$ cat config.mk
export PLATFORM = sky130hd
export DESIGN_NAME = bp_me_cce_lat_stats_flat
export DESIGN_NICKNAME = d
export VERILOG_FILES = /design/src/rtl/bp_me_cce_lat_stats_if.sv /design/src/rtl/bp_me_cce_lat_stats.sv /design/src/flat_wrapper.sv
export SDC_FILE = /design/constraint.sdc
export NUM_CORES = 1
export LEC_CHECK = 0
export CAP_MARGIN = 15
export CORE_MARGIN = 2
export CORE_UTILIZATION = 55
export CTS_BUF_LIST = sky130_fd_sc_hd__clkbuf_8
export DETAILED_ROUTE_END_ITERATION = 16
export PLACE_DENSITY = 0.83
export SLEW_MARGIN = 20
export SYNTH_ARGS = -nofsm -noshare
export SYNTH_HDL_FRONTEND = slang
export SYNTH_SLANG_ARGS = --single-unit
$ cat constraint.sdc
create_clock -name clk_i -period 4.5 [get_ports clk_i]
set_input_delay 0.9 -clock clk_i [delete_from_list [all_inputs] [get_ports clk_i]]
set_output_delay 0.9 -clock clk_i [all_outputs]
set_load 0.1 [all_outputs]
$ cat src/rtl/bp_me_cce_lat_stats_if.sv
// Sample/drain bus for bp_me_cce_lat_stats.
// slave is the statistics block; master is the sample producer / drain consumer.
interface bp_me_cce_lat_stats_if #(
    parameter int lat_width_p = 32,
    parameter int sum_width_p = 48
);
    logic                   sample_v_i;
    logic                   sample_ready_o;
    logic [1:0]             sample_op_i;
    logic [lat_width_p-1:0] sample_lat_i;
    logic                   dump_i;
    logic                   clear_i;
    logic                   stat_v_o;
    logic [sum_width_p-1:0] stat_data_o;
    logic                   stat_last_o;
    logic                   stat_yumi_i;
    logic                   busy_o;

    modport slave (
        input  sample_v_i, sample_op_i, sample_lat_i, dump_i, clear_i, stat_yumi_i,
        output sample_ready_o, stat_v_o, stat_data_o, stat_last_o, busy_o
    );

    modport master (
        output sample_v_i, sample_op_i, sample_lat_i, dump_i, clear_i, stat_yumi_i,
        input  sample_ready_o, stat_v_o, stat_data_o, stat_last_o, busy_o
    );
endinterface

$ cat src/rtl/bp_me_cce_lat_stats.sv
// Per-op request latency statistics (count, sum, min, max) with a
// valid/yumi serial drain. Define BP_ME_CCE_LAT_STATS_HIST_EN to add an
// 8-bin log2 latency histogram per op, drained after the 16 base words.
module bp_me_cce_lat_stats #(
    parameter int lat_width_p = 32,
    parameter int cnt_width_p = 32,
    parameter int sum_width_p = 48
) (
    input  logic                        clk_i,
    input  logic                        reset_i,
    bp_me_cce_lat_stats_if.slave        bus
);
    localparam int num_ops_lp = 4;
`ifdef BP_ME_CCE_LAT_STATS_HIST_EN
    localparam int num_bins_lp  = 8;
    localparam int num_words_lp = 48;
`else
    localparam int num_words_lp = 16;
`endif
    localparam int idx_width_lp = $clog2(num_words_lp);
    localparam logic [idx_width_lp-1:0] last_idx_lp = idx_width_lp'(num_words_lp - 1);

    typedef enum logic {e_idle, e_dump} state_e;

    state_e                  state;
    logic [idx_width_lp-1:0] idx;
    logic                    stat_v, stat_last, busy;

    logic [num_ops_lp-1:0][cnt_width_p-1:0] cnt_q;
    logic [num_ops_lp-1:0][sum_width_p-1:0] sum_q;
    logic [num_ops_lp-1:0][lat_width_p-1:0] min_q, max_q;

    logic                   accept, clear;
    logic [1:0]             op;
    logic [lat_width_p-1:0] lat;
    logic [cnt_width_p-1:0] cnt_nxt;
    logic [sum_width_p:0]   sum_add;
    logic [sum_width_p-1:0] sum_nxt;

    assign op  = bus.sample_op_i;
    assign lat = bus.sample_lat_i;

    // Samples are refused while draining so the drained words stay consistent.
    assign bus.sample_ready_o = (state == e_idle) & ~bus.clear_i;
    assign accept             = bus.sample_v_i & bus.sample_ready_o;
    // dump wins over a simultaneous clear so the pending stats get drained.
    assign clear              = (state == e_idle) & bus.clear_i & ~bus.dump_i;

    // Saturating increments for the selected op.
    assign cnt_nxt = (&cnt_q[op]) ? cnt_q[op] : cnt_q[op] + cnt_width_p'(1);
    assign sum_add = {1'b0, sum_q[op]} + {{(sum_width_p + 1 - lat_width_p){1'b0}}, lat};
    assign sum_nxt = sum_add[sum_width_p] ? '1 : sum_add[sum_width_p-1:0];

    // Drain sequencer: word index walks 0..last on each yumi.
    always_ff @(posedge clk_i or negedge reset_i) begin
        if (!reset_i) begin
            state     <= e_idle;
            idx       <= '0;
            stat_v    <= 1'b0;
            stat_last <= 1'b0;
            busy      <= 1'b0;
        end else begin
            case (state)
                e_idle: if (bus.dump_i) begin
                    state     <= e_dump;
                    idx       <= '0;
                    stat_v    <= 1'b1;
                    busy      <= 1'b1;
                    stat_last <= 1'b0;
                end
                e_dump: if (bus.stat_yumi_i) begin
                    if (stat_last) begin
                        state     <= e_idle;
                        idx       <= '0;
                        stat_v    <= 1'b0;
                        busy      <= 1'b0;
                        stat_last <= 1'b0;
                    end else begin
                        idx       <= idx + idx_width_lp'(1);
                        stat_last <= (idx == last_idx_lp - idx_width_lp'(1));
                    end
                end
                default: state <= e_idle;
            endcase
        end
    end

    // Base statistics: reset/clear to identity values, update on accept.
    always_ff @(posedge clk_i or negedge reset_i) begin
        if (!reset_i) begin
            cnt_q <= '0;
            sum_q <= '0;
            min_q <= '1;
            max_q <= '0;
        end else if (clear) begin
            cnt_q <= '0;
            sum_q <= '0;
            min_q <= '1;
            max_q <= '0;
        end else if (accept) begin
            cnt_q[op] <= cnt_nxt;
            sum_q[op] <= sum_nxt;
            if (lat < min_q[op]) min_q[op] <= lat;
            if (lat > max_q[op]) max_q[op] <= lat;
        end
    end

`ifdef BP_ME_CCE_LAT_STATS_HIST_EN
    logic [num_ops_lp-1:0][num_bins_lp-1:0][cnt_width_p-1:0] hist_q;
    logic [2:0]              bin;
    logic [idx_width_lp-1:0] hidx;

    // Bin = highest set bit of the latency, capped at 7; 0 and 1 land in bin 0.
    always_comb begin
        bin = '0;
        for (int i = 1; i < lat_width_p; i++)
            if (lat[i]) bin = (i > 7) ? 3'd7 : 3'(i);
    end

    // Histogram bins saturate like the counts.
    always_ff @(posedge clk_i or negedge reset_i) begin
        if (!reset_i)
            hist_q <= '0;
        else if (clear)
            hist_q <= '0;
        else if (accept && !(&hist_q[op][bin]))
            hist_q[op][bin] <= hist_q[op][bin] + cnt_width_p'(1);
    end
`endif

    // Output word selected purely from registered state, index and stats.
    always_comb begin
        bus.stat_data_o = '0;
`ifdef BP_ME_CCE_LAT_STATS_HIST_EN
        hidx = idx - idx_width_lp'(16);
`endif
        if (state == e_dump) begin
            case (idx[1:0])
                2'd0:    bus.stat_data_o = sum_width_p'(cnt_q[idx[3:2]]);
                2'd1:    bus.stat_data_o = sum_q[idx[3:2]];
                2'd2:    bus.stat_data_o = sum_width_p'(min_q[idx[3:2]]);
                default: bus.stat_data_o = sum_width_p'(max_q[idx[3:2]]);
            endcase
`ifdef BP_ME_CCE_LAT_STATS_HIST_EN
            if (idx >= idx_width_lp'(16))
                bus.stat_data_o = sum_width_p'(hist_q[hidx[4:3]][hidx[2:0]]);
`endif
        end
    end

    assign bus.stat_v_o    = stat_v;
    assign bus.stat_last_o = stat_last;
    assign bus.busy_o      = busy;
endmodule

$ cat src/flat_wrapper.sv
// flat-port wrapper written by rule: the top's interface ports become plain ports
module bp_me_cce_lat_stats_flat 
#(
    parameter int lat_width_p = 32,
    parameter int cnt_width_p = 32,
    parameter int sum_width_p = 48
)
  (clk_i, reset_i, bus_sample_v_i, bus_sample_op_i, bus_sample_lat_i, bus_dump_i, bus_clear_i, bus_stat_yumi_i, bus_sample_ready_o, bus_stat_v_o, bus_stat_data_o, bus_stat_last_o, bus_busy_o);
  bp_me_cce_lat_stats_if #(.lat_width_p(lat_width_p), .sum_width_p(sum_width_p)) bus_i ();
  input  logic clk_i;
  input  logic reset_i;
  input wire logic [$bits(bus_i.sample_v_i)-1:0] bus_sample_v_i;
  input wire logic [$bits(bus_i.sample_op_i)-1:0] bus_sample_op_i;
  input wire logic [$bits(bus_i.sample_lat_i)-1:0] bus_sample_lat_i;
  input wire logic [$bits(bus_i.dump_i)-1:0] bus_dump_i;
  input wire logic [$bits(bus_i.clear_i)-1:0] bus_clear_i;
  input wire logic [$bits(bus_i.stat_yumi_i)-1:0] bus_stat_yumi_i;
  output wire logic [$bits(bus_i.sample_ready_o)-1:0] bus_sample_ready_o;
  output wire logic [$bits(bus_i.stat_v_o)-1:0] bus_stat_v_o;
  output wire logic [$bits(bus_i.stat_data_o)-1:0] bus_stat_data_o;
  output wire logic [$bits(bus_i.stat_last_o)-1:0] bus_stat_last_o;
  output wire logic [$bits(bus_i.busy_o)-1:0] bus_busy_o;
  assign bus_i.sample_v_i = bus_sample_v_i;
  assign bus_i.sample_op_i = bus_sample_op_i;
  assign bus_i.sample_lat_i = bus_sample_lat_i;
  assign bus_i.dump_i = bus_dump_i;
  assign bus_i.clear_i = bus_clear_i;
  assign bus_i.stat_yumi_i = bus_stat_yumi_i;
  assign bus_sample_ready_o = bus_i.sample_ready_o;
  assign bus_stat_v_o = bus_i.stat_v_o;
  assign bus_stat_data_o = bus_i.stat_data_o;
  assign bus_stat_last_o = bus_i.stat_last_o;
  assign bus_busy_o = bus_i.busy_o;
  bp_me_cce_lat_stats #(.lat_width_p(lat_width_p), .cnt_width_p(cnt_width_p), .sum_width_p(sum_width_p)) u_core (.clk_i(clk_i), .reset_i(reset_i), .bus(bus_i));
endmodule
==> results.cfg <==
[critical_path]
path_delay_family = compound AO/OA/AOI/OAI gates
worst_ep_required_time_ns = 3.60
reg2reg_from = u_core.sum_q[114]
critPathMaxFanout = 21
endpoint = bus_stat_data_o[20]
endpoint_kind = primary output
path_depth = 7
cpPeakStageDelay_ns = 0.61
arrival_ns = 3.51
critical_path.slowest_cell = dfrtp_4
cp_cell_sequence = buf_12 -> mux4_2 -> a22oi_1 -> a21oi_1 -> a21oi_1 -> nor2b_1 -> buf_12
r2r_slack_ns = 0.76
r2r-end = u_core.sum_q[129]
critPathBufInv = 2
reg2reg_depth = 13
critPathKind = register to primary output
crit_start = u_core.idx[2]
start_kind = register

[clock_network]
cts_setup_buffers = 0
h-tree-depth = 3
clockBufferDepth = 3
numCtsBuffers = 97
path_clk_slew_ns = 0.07
cts_tree = done
hold_buffers = 0
clock_sink_count = 583
clkLatencyLatePin_ns = 0.73
cts_resized = 1
clockRootBuffer = clkbuf_8

[power]
power.leakage_nw = 17.80
power.total_mw = 15.06
power_density_nw_per_um2 = 372.4
irDropWorstVdd_uv = 438.5

[yosys]
synth_cells = 3233
synth_ff_type = dfrtp_1
yosysTopAreaCellShare = 0.3266
async_reset_ff_frac = 1.000
synth_edf_count = 0
ys_types = 75
ys_ff_latch = 583
synth_area_per_cell_sq_um = 10.78
netlist_area_sq_um = 34860
syn_nets = 3374
synth.area.top_cells = dfrtp_1, mux4_2, dfstp_2
yosys.area.top_type = dfrtp_1
yosys_warnings = 0
synth-seq-area-share = 0.4231

[floorplanning]
fp.dieW_um = 255.8
die_y_um = 255.8
core_sq_um = 62850
io_pins = 92
rows = 92
start_util = 0.5546
die_area_sq_um = 65410

[global_route]
grt_pass1_vias = 29299
antenna_found_initial = 4
grt_usage = 0.3137
overflow = 0
grt_first_pass_wirelength_mm = 162.6
grt_max_degree = 155

[sta]
finalSetupViolations = 0
grt_setup_unrepaired = false
finClkSkew_ns = 0.06821
final.period_utilization = 0.9809
slew_violations = 0
tightest_slew_ns = 1.087
max_clock_freq_ghz = 0.2266
relSlewSlack = 0.2752
min_period_ns = 4.414
hold_violations = 0

[outcome]
outcome = complete, no violations

[placement]
place_hpwl_mm = 68.32
port_buffers = 91
place.gp.congestion = 0.9551

[route]
drc = 0
drt-pass1-iter-count = 8
ant_nets = 0
finalWirelength_mm = 101.6
vias_per_cell = 6.737
via_count = 28692
dr.first_iter.drc_count = 3057
post_drt_wl_per_cell_um = 23.85

[worst_hold_path]
hp-class = input port to asynchronous set/reset pin

[final_layout]
postLayoutCoreUtil = 0.6435
syn_to_final_growth_pct = 16.01
drive_above_1_share = 0.2495
nets = 3470

[job]
cap_violations = 0
[worst min path at each step]
| stage | slack [ns] | depth (start not counted) | endpoint | from |
|---|---|---|---|---|
| finish | 0.28 | 1 | u_core.sum_q[131] | reset_i |
| CTS | 0.28 | 1 | u_core.sum_q[131] | reset_i |
| detailed placement | 0.50 | 2 | u_core.min_q[4] | u_core.min_q[4] |
| global placement | 0.49 | 2 | u_core.min_q[34] | u_core.min_q[34] |
| global route | 0.34 | 1 | u_core.sum_q[131] | reset_i |
| floorplan | 0.48 | 2 | u_core.cnt_q[66] | u_core.cnt_q[66] |
[stage by stage]
step                       TNS [ns]  cells  hold WS, ns  setup WS, ns  cell area, sq um
after floorplan              -49.54   3233       0.4777       -0.2077             35130
after global placement    -0.004262   4076       0.4904     -0.004262             38260
after detailed placement     -1.984   4076       0.4983      -0.05833             38260
after CTS                         0   4257       0.2787        0.1023             40440
after global routing              0   4258       0.3364       0.01867             40440
final                             0   4259       0.2845       0.08602             40440
[synthesized netlist by cell type, types with 3 or more instances]
master,number
a31oi_1,27
nor4_1,3
and3_1,21
buf_4,7
o21a_1,12
o21bai_1,5
nor3_1,42
and4_1,7
o21ai_1,11
a221oi_1,3
clkbuf_1,214
and2_1,10
buf_6,4
dfstp_2,128
nor2b_1,54
nor2_1,81
a22oi_1,33
mux2i_1,135
dfrtp_1,455
ha_1,100
o21ai_0,331
inv_1,107
a21o_1,36
nand4_1,21
a2111oi_0,3
xor2_1,26
o211ai_1,105
a211oi_1,11
nand3b_1,3
xnor2_1,38
o31ai_1,4
mux4_1,6
mux4_2,281
buf_2,29
o22ai_1,3
or3_1,4
nand3_1,334
nand3_2,6
a21boi_0,6
nand2_1,317
a21oi_1,144
buf_1,25
[sequential cells by signal, summed over array words and instances (netlist names)]
signal / count
u_core.bus.stat_v_o: 1
u_core.state: 1
u_core.cnt_q: 128
u_core.max_q: 128
u_core.sum_q: 192
u_core.bus.stat_last_o: 1
u_core.min_q: 128
u_core.idx: 4
[kinds of logic after synthesis]
logic type | Yosys count | share of synthesized area
buffers and inverters | 391 | 0.04576
xor gates and xnor gates | 66 | 0.01734
DFF | 583 | 0.4231
adders and majority gates | 101 | 0.03647
AOI/OAI and AO/OA | 748 | 0.1261
and+or+nand+nor | 920 | 0.1258
muxes | 424 | 0.2255
[per-layer routing]
| metal | wire (um) | global-route usage | up-vias |
|---|---|---|---|
| met1 | 37840 | 0.4013 | 14400 |
| li1 | - | - | 12255 |
| met3 | 9719 | 0.07407 | 360 |
| met4 | 5059 | 0.1650 | 4 |
| met2 | 48930 | 0.5003 | 1673 |
| met5 | 25 | 0 | - |
[report_power, final]
part | total [mW] | internal [mW] | switching (mW) | leakage, nW
clock network | 5.17 | 2.87 | 2.30 | 1.21
registers | 5.83 | 5.59 | 0.241 | 7.64
logic | 4.05 | 1.68 | 2.37 | 8.96
total | 15.1 | 10.1 | 4.91 | 17.8
[final cells by class]
cell class,count,area [sq um]
fillers,4545,22410
diodes,2,5.005
multi-input cells,2259,18670
flip-flops and latches,583,14760
clock inverters,51,379.1
well taps,846,1059
repair buffers,280,3382
clock buffers,130,1789
inverters,108,405.4
[cell usage in the layout, fill, tap and decap left out, types with 32 or more instances in the layout]
cell             netlist  layout
dfrtp_1              455     453
nand3_1              334     332
o21ai_0              331     329
nand2_1              317     308
mux4_2               281     281
buf_4                  7     145
a21oi_1              144     144
mux2i_1              135     135
inv_1                107     134
clkbuf_8               0     130
dfstp_2              128     128
o211ai_1             105     105
ha_1                 100      96
buf_12                 2      93
nor2_1                81      77
nor2b_1               54      54
nor3_1                42      42
clkdlybuf4s50_1        0      39
xnor2_1               38      38
a21o_1                36      36
a22oi_1               33      32
No activity file was read; power rests on OpenSTA's default activity.
